`src/rtl/button_event_ctrl.sv`:
```
// Button front end: two-flop synchronisers, per-button debounce and long-press
// detection, one pending slot per button, round-robin arbiter and a FWFT event FIFO.
module button_event_ctrl #(
    parameter int NUM_BUTTONS     = 4,
    parameter int DEBOUNCE_CLKS   = 625000,
    parameter int LONG_PRESS_CLKS = 25000000,
    parameter int FIFO_DEPTH      = 4,
    localparam int BTN_W = (NUM_BUTTONS > 1) ? $clog2(NUM_BUTTONS) : 1
) (
    input  logic                   i_clk,
    input  logic                   i_rst,
    input  logic [NUM_BUTTONS-1:0] i_buttons,
    output logic [NUM_BUTTONS-1:0] o_state,
    output logic                   o_evt_valid,
    input  logic                   i_evt_ready,
    output logic [BTN_W-1:0]       o_evt_btn,
    output logic [1:0]             o_evt_type,
    output logic                   o_overflow,
    input  logic                   i_clear_overflow
);

    localparam int CNT_W   = $clog2(DEBOUNCE_CLKS) + 1;
    localparam int HOLD_W  = $clog2(LONG_PRESS_CLKS) + 1;
    localparam int PTR_W   = $clog2(FIFO_DEPTH);
    localparam int ENTRY_W = BTN_W + 2;

    typedef enum logic [1:0] {
        EVT_NONE    = 2'b00,
        EVT_PRESS   = 2'b01,
        EVT_RELEASE = 2'b10,
        EVT_LONG    = 2'b11
    } evt_type_e;

    logic [NUM_BUTTONS-1:0] sync1_q, sync2_q;
    logic [NUM_BUTTONS-1:0] state_q, state_d;
    logic [CNT_W-1:0]       cnt_q  [NUM_BUTTONS];
    logic [CNT_W-1:0]       cnt_d  [NUM_BUTTONS];
    logic [HOLD_W-1:0]      hold_q [NUM_BUTTONS];
    logic [HOLD_W-1:0]      hold_d [NUM_BUTTONS];
    logic [NUM_BUTTONS-1:0] fired_q, fired_d;
    logic [NUM_BUTTONS-1:0] slot_valid_q, slot_valid_d;
    evt_type_e              slot_type_q [NUM_BUTTONS];
    evt_type_e              slot_type_d [NUM_BUTTONS];
    logic [NUM_BUTTONS-1:0] evt_new;
    evt_type_e              evt_new_type [NUM_BUTTONS];
    logic [BTN_W-1:0]       rr_ptr_q, rr_ptr_d;
    logic                   grant_valid;
    logic [BTN_W-1:0]       grant_idx;
    logic [ENTRY_W-1:0]     mem_q [FIFO_DEPTH];
    logic [PTR_W-1:0]       wr_ptr_q, wr_ptr_d, rd_ptr_q, rd_ptr_d;
    logic [PTR_W:0]         count_q, count_d;
    logic                   overflow_q, overflow_d;
    logic                   push, pop;

    function automatic logic [BTN_W-1:0] rr_cand(input logic [BTN_W-1:0] base, input int offset);
        int sum;
        sum = int'(base) + offset;
        if (sum >= NUM_BUTTONS) sum -= NUM_BUTTONS;
        return BTN_W'(sum);
    endfunction

    // Scan from the farthest offset down so the slot nearest rr_ptr wins.
    always_comb begin
        // NOTE: every combinational output gets a default first so no path can infer a latch.
        grant_valid = 1'b0;
        grant_idx   = '0;
        for (int i = NUM_BUTTONS - 1; i >= 0; i--) begin
            if (slot_valid_q[rr_cand(rr_ptr_q, i)]) begin
                grant_valid = 1'b1;
                grant_idx   = rr_cand(rr_ptr_q, i);
            end
        end
        if (count_q == (PTR_W+1)'(FIFO_DEPTH)) grant_valid = 1'b0;
    end

    always_comb begin
        state_d      = state_q;
        fired_d      = fired_q;
        slot_valid_d = slot_valid_q;
        overflow_d   = i_clear_overflow ? 1'b0 : overflow_q;
        for (int k = 0; k < NUM_BUTTONS; k++) begin
            cnt_d[k]        = cnt_q[k];
            hold_d[k]       = hold_q[k];
            slot_type_d[k]  = slot_type_q[k];
            evt_new[k]      = 1'b0;
            evt_new_type[k] = EVT_NONE;

            if (sync2_q[k] == state_q[k]) begin
                cnt_d[k] = '0;
            end else if (cnt_q[k] == CNT_W'(DEBOUNCE_CLKS - 1)) begin
                state_d[k]      = sync2_q[k];
                cnt_d[k]        = '0;
                evt_new[k]      = 1'b1;
                evt_new_type[k] = sync2_q[k] ? EVT_PRESS : EVT_RELEASE;
            end else begin
                cnt_d[k] = cnt_q[k] + 1'b1;
            end

            // A release landing on the long-press edge takes the slot; the press is over anyway.
            if (!state_q[k]) begin
                hold_d[k]  = '0;
                fired_d[k] = 1'b0;
            end else if (!fired_q[k]) begin
                hold_d[k] = hold_q[k] + 1'b1;
                if (hold_q[k] == HOLD_W'(LONG_PRESS_CLKS - 1)) begin
                    fired_d[k] = 1'b1;
                    if (!evt_new[k]) begin
                        evt_new[k]      = 1'b1;
                        evt_new_type[k] = EVT_LONG;
                    end
                end
            end

            if (grant_valid && grant_idx == BTN_W'(k)) slot_valid_d[k] = 1'b0;
            if (evt_new[k]) begin
                if (slot_valid_q[k] && !(grant_valid && grant_idx == BTN_W'(k))) overflow_d = 1'b1;
                slot_valid_d[k] = 1'b1;
                slot_type_d[k]  = evt_new_type[k];
            end
        end
    end

    assign push     = grant_valid;
    assign pop      = (count_q != '0) && i_evt_ready;
    assign rr_ptr_d = grant_valid ? rr_cand(grant_idx, 1) : rr_ptr_q;
    assign wr_ptr_d = push ? wr_ptr_q + 1'b1 : wr_ptr_q;
    assign rd_ptr_d = pop ? rd_ptr_q + 1'b1 : rd_ptr_q;

    always_comb begin
        case ({push, pop})
            2'b10:   count_d = count_q + 1'b1;
            2'b01:   count_d = count_q - 1'b1;
            default: count_d = count_q;
        endcase
    end

    always_ff @(posedge i_clk) begin
        // NOTE: sequential state uses non-blocking assignments so every flop samples pre-edge values.
        if (i_rst) begin
            sync1_q      <= '0;
            sync2_q      <= '0;
            state_q      <= '0;
            fired_q      <= '0;
            slot_valid_q <= '0;
            rr_ptr_q     <= '0;
            wr_ptr_q     <= '0;
            rd_ptr_q     <= '0;
            count_q      <= '0;
            overflow_q   <= 1'b0;
            for (int k = 0; k < NUM_BUTTONS; k++) begin
                cnt_q[k]       <= '0;
                hold_q[k]      <= '0;
                slot_type_q[k] <= EVT_NONE;
            end
        end else begin
            sync1_q      <= i_buttons;
            sync2_q      <= sync1_q;
            state_q      <= state_d;
            fired_q      <= fired_d;
            slot_valid_q <= slot_valid_d;
            rr_ptr_q     <= rr_ptr_d;
            wr_ptr_q     <= wr_ptr_d;
            rd_ptr_q     <= rd_ptr_d;
            count_q      <= count_d;
            overflow_q   <= overflow_d;
            for (int k = 0; k < NUM_BUTTONS; k++) begin
                cnt_q[k]       <= cnt_d[k];
                hold_q[k]      <= hold_d[k];
                slot_type_q[k] <= slot_type_d[k];
            end
        end
    end

    // NOTE: FIFO storage is not reset; count_q gates every read, so stale entries are never observed.
    always_ff @(posedge i_clk) begin
        if (push && !i_rst) mem_q[wr_ptr_q] <= {grant_idx, slot_type_q[grant_idx]};
    end

    assign o_state     = state_q;
    assign o_evt_valid = (count_q != '0);
    assign o_evt_btn   = mem_q[rd_ptr_q][ENTRY_W-1:2];
    assign o_evt_type  = mem_q[rd_ptr_q][1:0];
    assign o_overflow  = overflow_q;

endmodule

```
`config.mk`:
```
export PLATFORM = sky130hd
export DESIGN_NAME = button_event_ctrl
export DESIGN_NICKNAME = d
export VERILOG_FILES = /design/src/rtl/button_event_ctrl.sv
export SDC_FILE = /design/constraint.sdc
export NUM_CORES = 1
export LEC_CHECK = 0
export CAP_MARGIN = 10
export CORE_ASPECT_RATIO = 0.9
export CORE_MARGIN = 2
export CORE_UTILIZATION = 67
export DETAILED_ROUTE_END_ITERATION = 12
export PLACE_DENSITY = 0.85
export SLEW_MARGIN = 20
export SYNTH_ARGS = -nofsm -noshare
export SYNTH_HDL_FRONTEND = slang
export SYNTH_SLANG_ARGS = --single-unit
```
`constraint.sdc`:
```
create_clock -name i_clk -period 3.6 [get_ports i_clk]
set_clock_uncertainty 0.1 [all_clocks]
set_input_delay 0.72 -clock i_clk [delete_from_list [all_inputs] [get_ports i_clk]]
set_output_delay 0.72 -clock i_clk [all_outputs]
set_load 0.005 [all_outputs]
```
==> flow_summary.ini <==
[synthesis]
syn_inst = 1174
synth_top_flop_cell = dfxtp_1
ys_types = 60
ys.warnings.count = 0
netlist_area_um2 = 10700
synthArstFlopShare = 0
synth_edf_count = 24
ys_seq_area_frac = 0.477
ys_ff_latch = 244
syn_nets = 1200
post_synth.cell_area_avg_um2 = 9.15

[route]
avgViaCountPerCell = 5.75
post-route-drc-count = 0
drt-total-wl_um = 20400
routedWlPerCell_um = 14.5
dr.first_iter.drc_count = 455
ant_nets = 0
dr.pass1.iters = 5
vias = 8122

[timing]
hold_ws_ns = 0.348
fin_crit_ns = 2.84
hold_violations = 0
finalSetupTns_ns = 0
rsz0062_at_grt = false
fin_crit_sh = 0.788
finalSetupViolations = 0
worst_pin_slew_ns = 0.832
relSlewSlack = 0.439
drv_slew = 0
fmax_mhz = 352

[cells_and_area]
drive_above_1_share = 0.0545
diodes = 0
nets = 1218
multi_input_area_um2 = 5410
synthToLayoutAreaGrowth_pct = 11.8
fill_cells = 1025
regArea_um2 = 5120

[global_route]
antenna_found_initial = 0
grt_overflow = 0
use_met2 = 0.411
met3_usage = 0.0460
top_usage_layer = met2
grt_pass1_vias = 7609
grt_pass1_wl_um = 34000
grt_use_total = 0.241
grtUsageMet1 = 0.308
grt_max_degree = 29

[clock_tree]
cts_hold_buf = 0
clkTransAtPathRegs_ns = 0.06
cts-root-buf = clkbuf_16
numClockSinks = 244
cts_tree = yes
cts_buffers = 25
cts_max_level = 1
post_cts_buffers = 0
worstSkewPairLatency_ns = 0.51
clock_tree.buffer_depth = 3
cts-resized-gates = 0

[worst_hold_path]
hold_class = register to register

[critical_path]
cp_max_fo = 4
path_class = register to primary output
cp-start-kind = register
cp-end-kind = primary output
cp.arrival_ns = 2.02
critPathRequiredTime_ns = 2.78

[power_and_ir_drop]
p_clk_frac = 0.508
p_comb_frac = 0.006
seq_power_share = 0.485
p_sw_w = 0.00109
p_int_w = 0.00459
total_power_w = 0.00568
swShare = 0.191
power_density_nw_per_um2 = 472
p_leak_nw = 3.89
ir_drop_mv = 0.539

[run_status]
status = finished, final reports clean

[floorplan]
die_w_um = 138
rows = 43
die_h_um = 124
die-area_um2 = 17100
start_util = 0.691
io_pins = 18
core_um2 = 15500

[placement]
port_buffers = 17
dpl.hpwl_um = 13200
gp_congestion = 0.816

[job]
drv_cap = 0
-- registers in the layout, indices dropped and copies added (netlist names), 4 cells and up, named ones only --
name	cells
sync2_q	4
slot_valid_q	4
slot_type_q	8
o_state	4
mem_q	16
cnt_q	84
fired_q	4
hold_q	104
sync1_q	4
-- routing by layer --
layer | vias to the layer above | wire, um | part of all wire
met1 | 3856 | 9520 | 0.47
li1 | 4065 | - | -
met3 | 58 | 762 | 0.037
met4 | 0 | 559 | 0.027
met5 | - | 0 | 0
met2 | 143 | 9580 | 0.47
-- metrics by stage --
stage / cell area, um2 / utilization / worst slack [ns] / cells
CTS: 12000 / 0.773 / 0.724 / 1412
finish: 12000 / 0.773 / 0.762 / 1412
detailed placement: 11100 / 0.713 / 0.866 / 1367
global placement: 11100 / 0.713 / 0.878 / 1367
floorplan: 10700 / - / 1.12 / 1174
global route: 12000 / 0.773 / 0.682 / 1412
-- Yosys cell counts (2+ instances only) --
| master | count | area (um2) |
|---|---|---|
| o21ai_0 | 15 | 75.1 |
| nor3_1 | 25 | 125 |
| nand3_1 | 64 | 320 |
| buf_1 | 4 | 15.0 |
| a211oi_1 | 5 | 37.5 |
| nor3_2 | 2 | 20.0 |
| o21ba_2 | 2 | 20.0 |
| o21a_1 | 3 | 22.5 |
| nor3b_1 | 2 | 15.0 |
| or3b_2 | 2 | 17.5 |
| mux2i_1 | 9 | 90.1 |
| mux4_2 | 4 | 90.1 |
| buf_2 | 2 | 10.0 |
| nor2b_1 | 18 | 113 |
| xor2_1 | 105 | 920 |
| and3_1 | 28 | 175 |
| nand3b_1 | 2 | 15.0 |
| and3b_1 | 2 | 17.5 |
| nor4_1 | 14 | 87.6 |
| a21oi_1 | 24 | 120 |
| nor2_1 | 236 | 886 |
| and4b_1 | 5 | 50.1 |
| edfxtp_1 | 24 | 721 |
| xnor2_1 | 65 | 569 |
| a41oi_1 | 3 | 26.3 |
| nor4b_1 | 9 | 78.8 |
| and4_1 | 11 | 96.3 |
| clkbuf_1 | 26 | 97.6 |
| or4_1 | 3 | 22.5 |
| nor4bb_1 | 8 | 80.1 |
| ha_1 | 17 | 213 |
| a31oi_1 | 4 | 25.0 |
| nand2_1 | 83 | 312 |
| nand2b_1 | 10 | 62.6 |
| inv_1 | 24 | 90.1 |
| or3_1 | 18 | 113 |
| nor4_4 | 2 | 42.5 |
| nand4_1 | 37 | 231 |
| dfxtp_1 | 220 | 4400 |
| nand4b_1 | 6 | 52.6 |
| and2_1 | 12 | 75.1 |
-- final timing paths --
check        cells after the start       startpoint  slack (ns)      endpoint
max                              2         register        0.76  o_evt_btn[1]
min                              1       sync1_q[1]        0.35    sync2_q[1]
max reg2reg                      7  slot_valid_q[2]        0.95    count_q[2]
min reg2reg                      1       sync1_q[1]        0.35    sync2_q[1]
-- layout by cell type, fill, tap and decap left out, types with 6 or more instances in the layout --
| cell type | count |
|---|---|
| edfxtp_1 | 24 |
| nor4bb_1 | 8 |
| dfxtp_1 | 220 |
| clkbuf_16 | 25 |
| a21oi_1 | 24 |
| ha_1 | 17 |
| clkinv_2 | 7 |
| buf_4 | 6 |
| mux2i_1 | 9 |
| nor4b_1 | 9 |
| xor2_1 | 105 |
| o21ai_0 | 15 |
| nand4_1 | 37 |
| inv_1 | 24 |
| clkdlybuf4s50_1 | 16 |
| nand4b_1 | 6 |
| or3_1 | 18 |
| bufinv_16 | 7 |
| nand2b_1 | 10 |
| nand2_1 | 83 |
| and4_1 | 11 |
| xnor2_1 | 65 |
| nor2b_1 | 18 |
| and2_1 | 12 |
| nand3_1 | 64 |
| nor3_1 | 25 |
| and3_1 | 28 |
| nor2_1 | 236 |
| nor4_1 | 14 |
-- kinds of logic after synthesis --
group / Yosys count / synth area share
AOI/OAI and AO/OA: 67 / 0.0394
xor gates and xnor gates: 170 / 0.139
adders and majority gates: 18 / 0.0217
buffers and inverters: 56 / 0.0198
DFF: 244 / 0.477
muxes: 14 / 0.0182
and+or+nand+nor: 605 / 0.286
-- power by group through the flow --
stage	sequential (W)	combinational (W)	clock, W
finish	0.00275	0.0000362	0.00289
global route	0.00275	0.0000395	0.00303
CTS	0.00275	0.0000362	0.00293
detailed placement	0.00281	0.0000361	0
global placement	0.00281	0.0000355	0
floorplan	0.00281	0.0000228	0
-- area by class of cell --
type,count,share of cell area
multi-input cells,874,0.450
clock inverters,17,0.0217
inverters,24,0.00750
flip-flops and latches,244,0.427
well taps,202,0.0210
clock buffers,28,0.0555
repair buffers,23,0.0175
-- critical path: stages, from the launching register on --
cell	delay, ns
dfxtp_1	0.49
mux4_2	0.56
clkdlybuf4s50_1	0.46
Power figures use the tool's default switching activity.
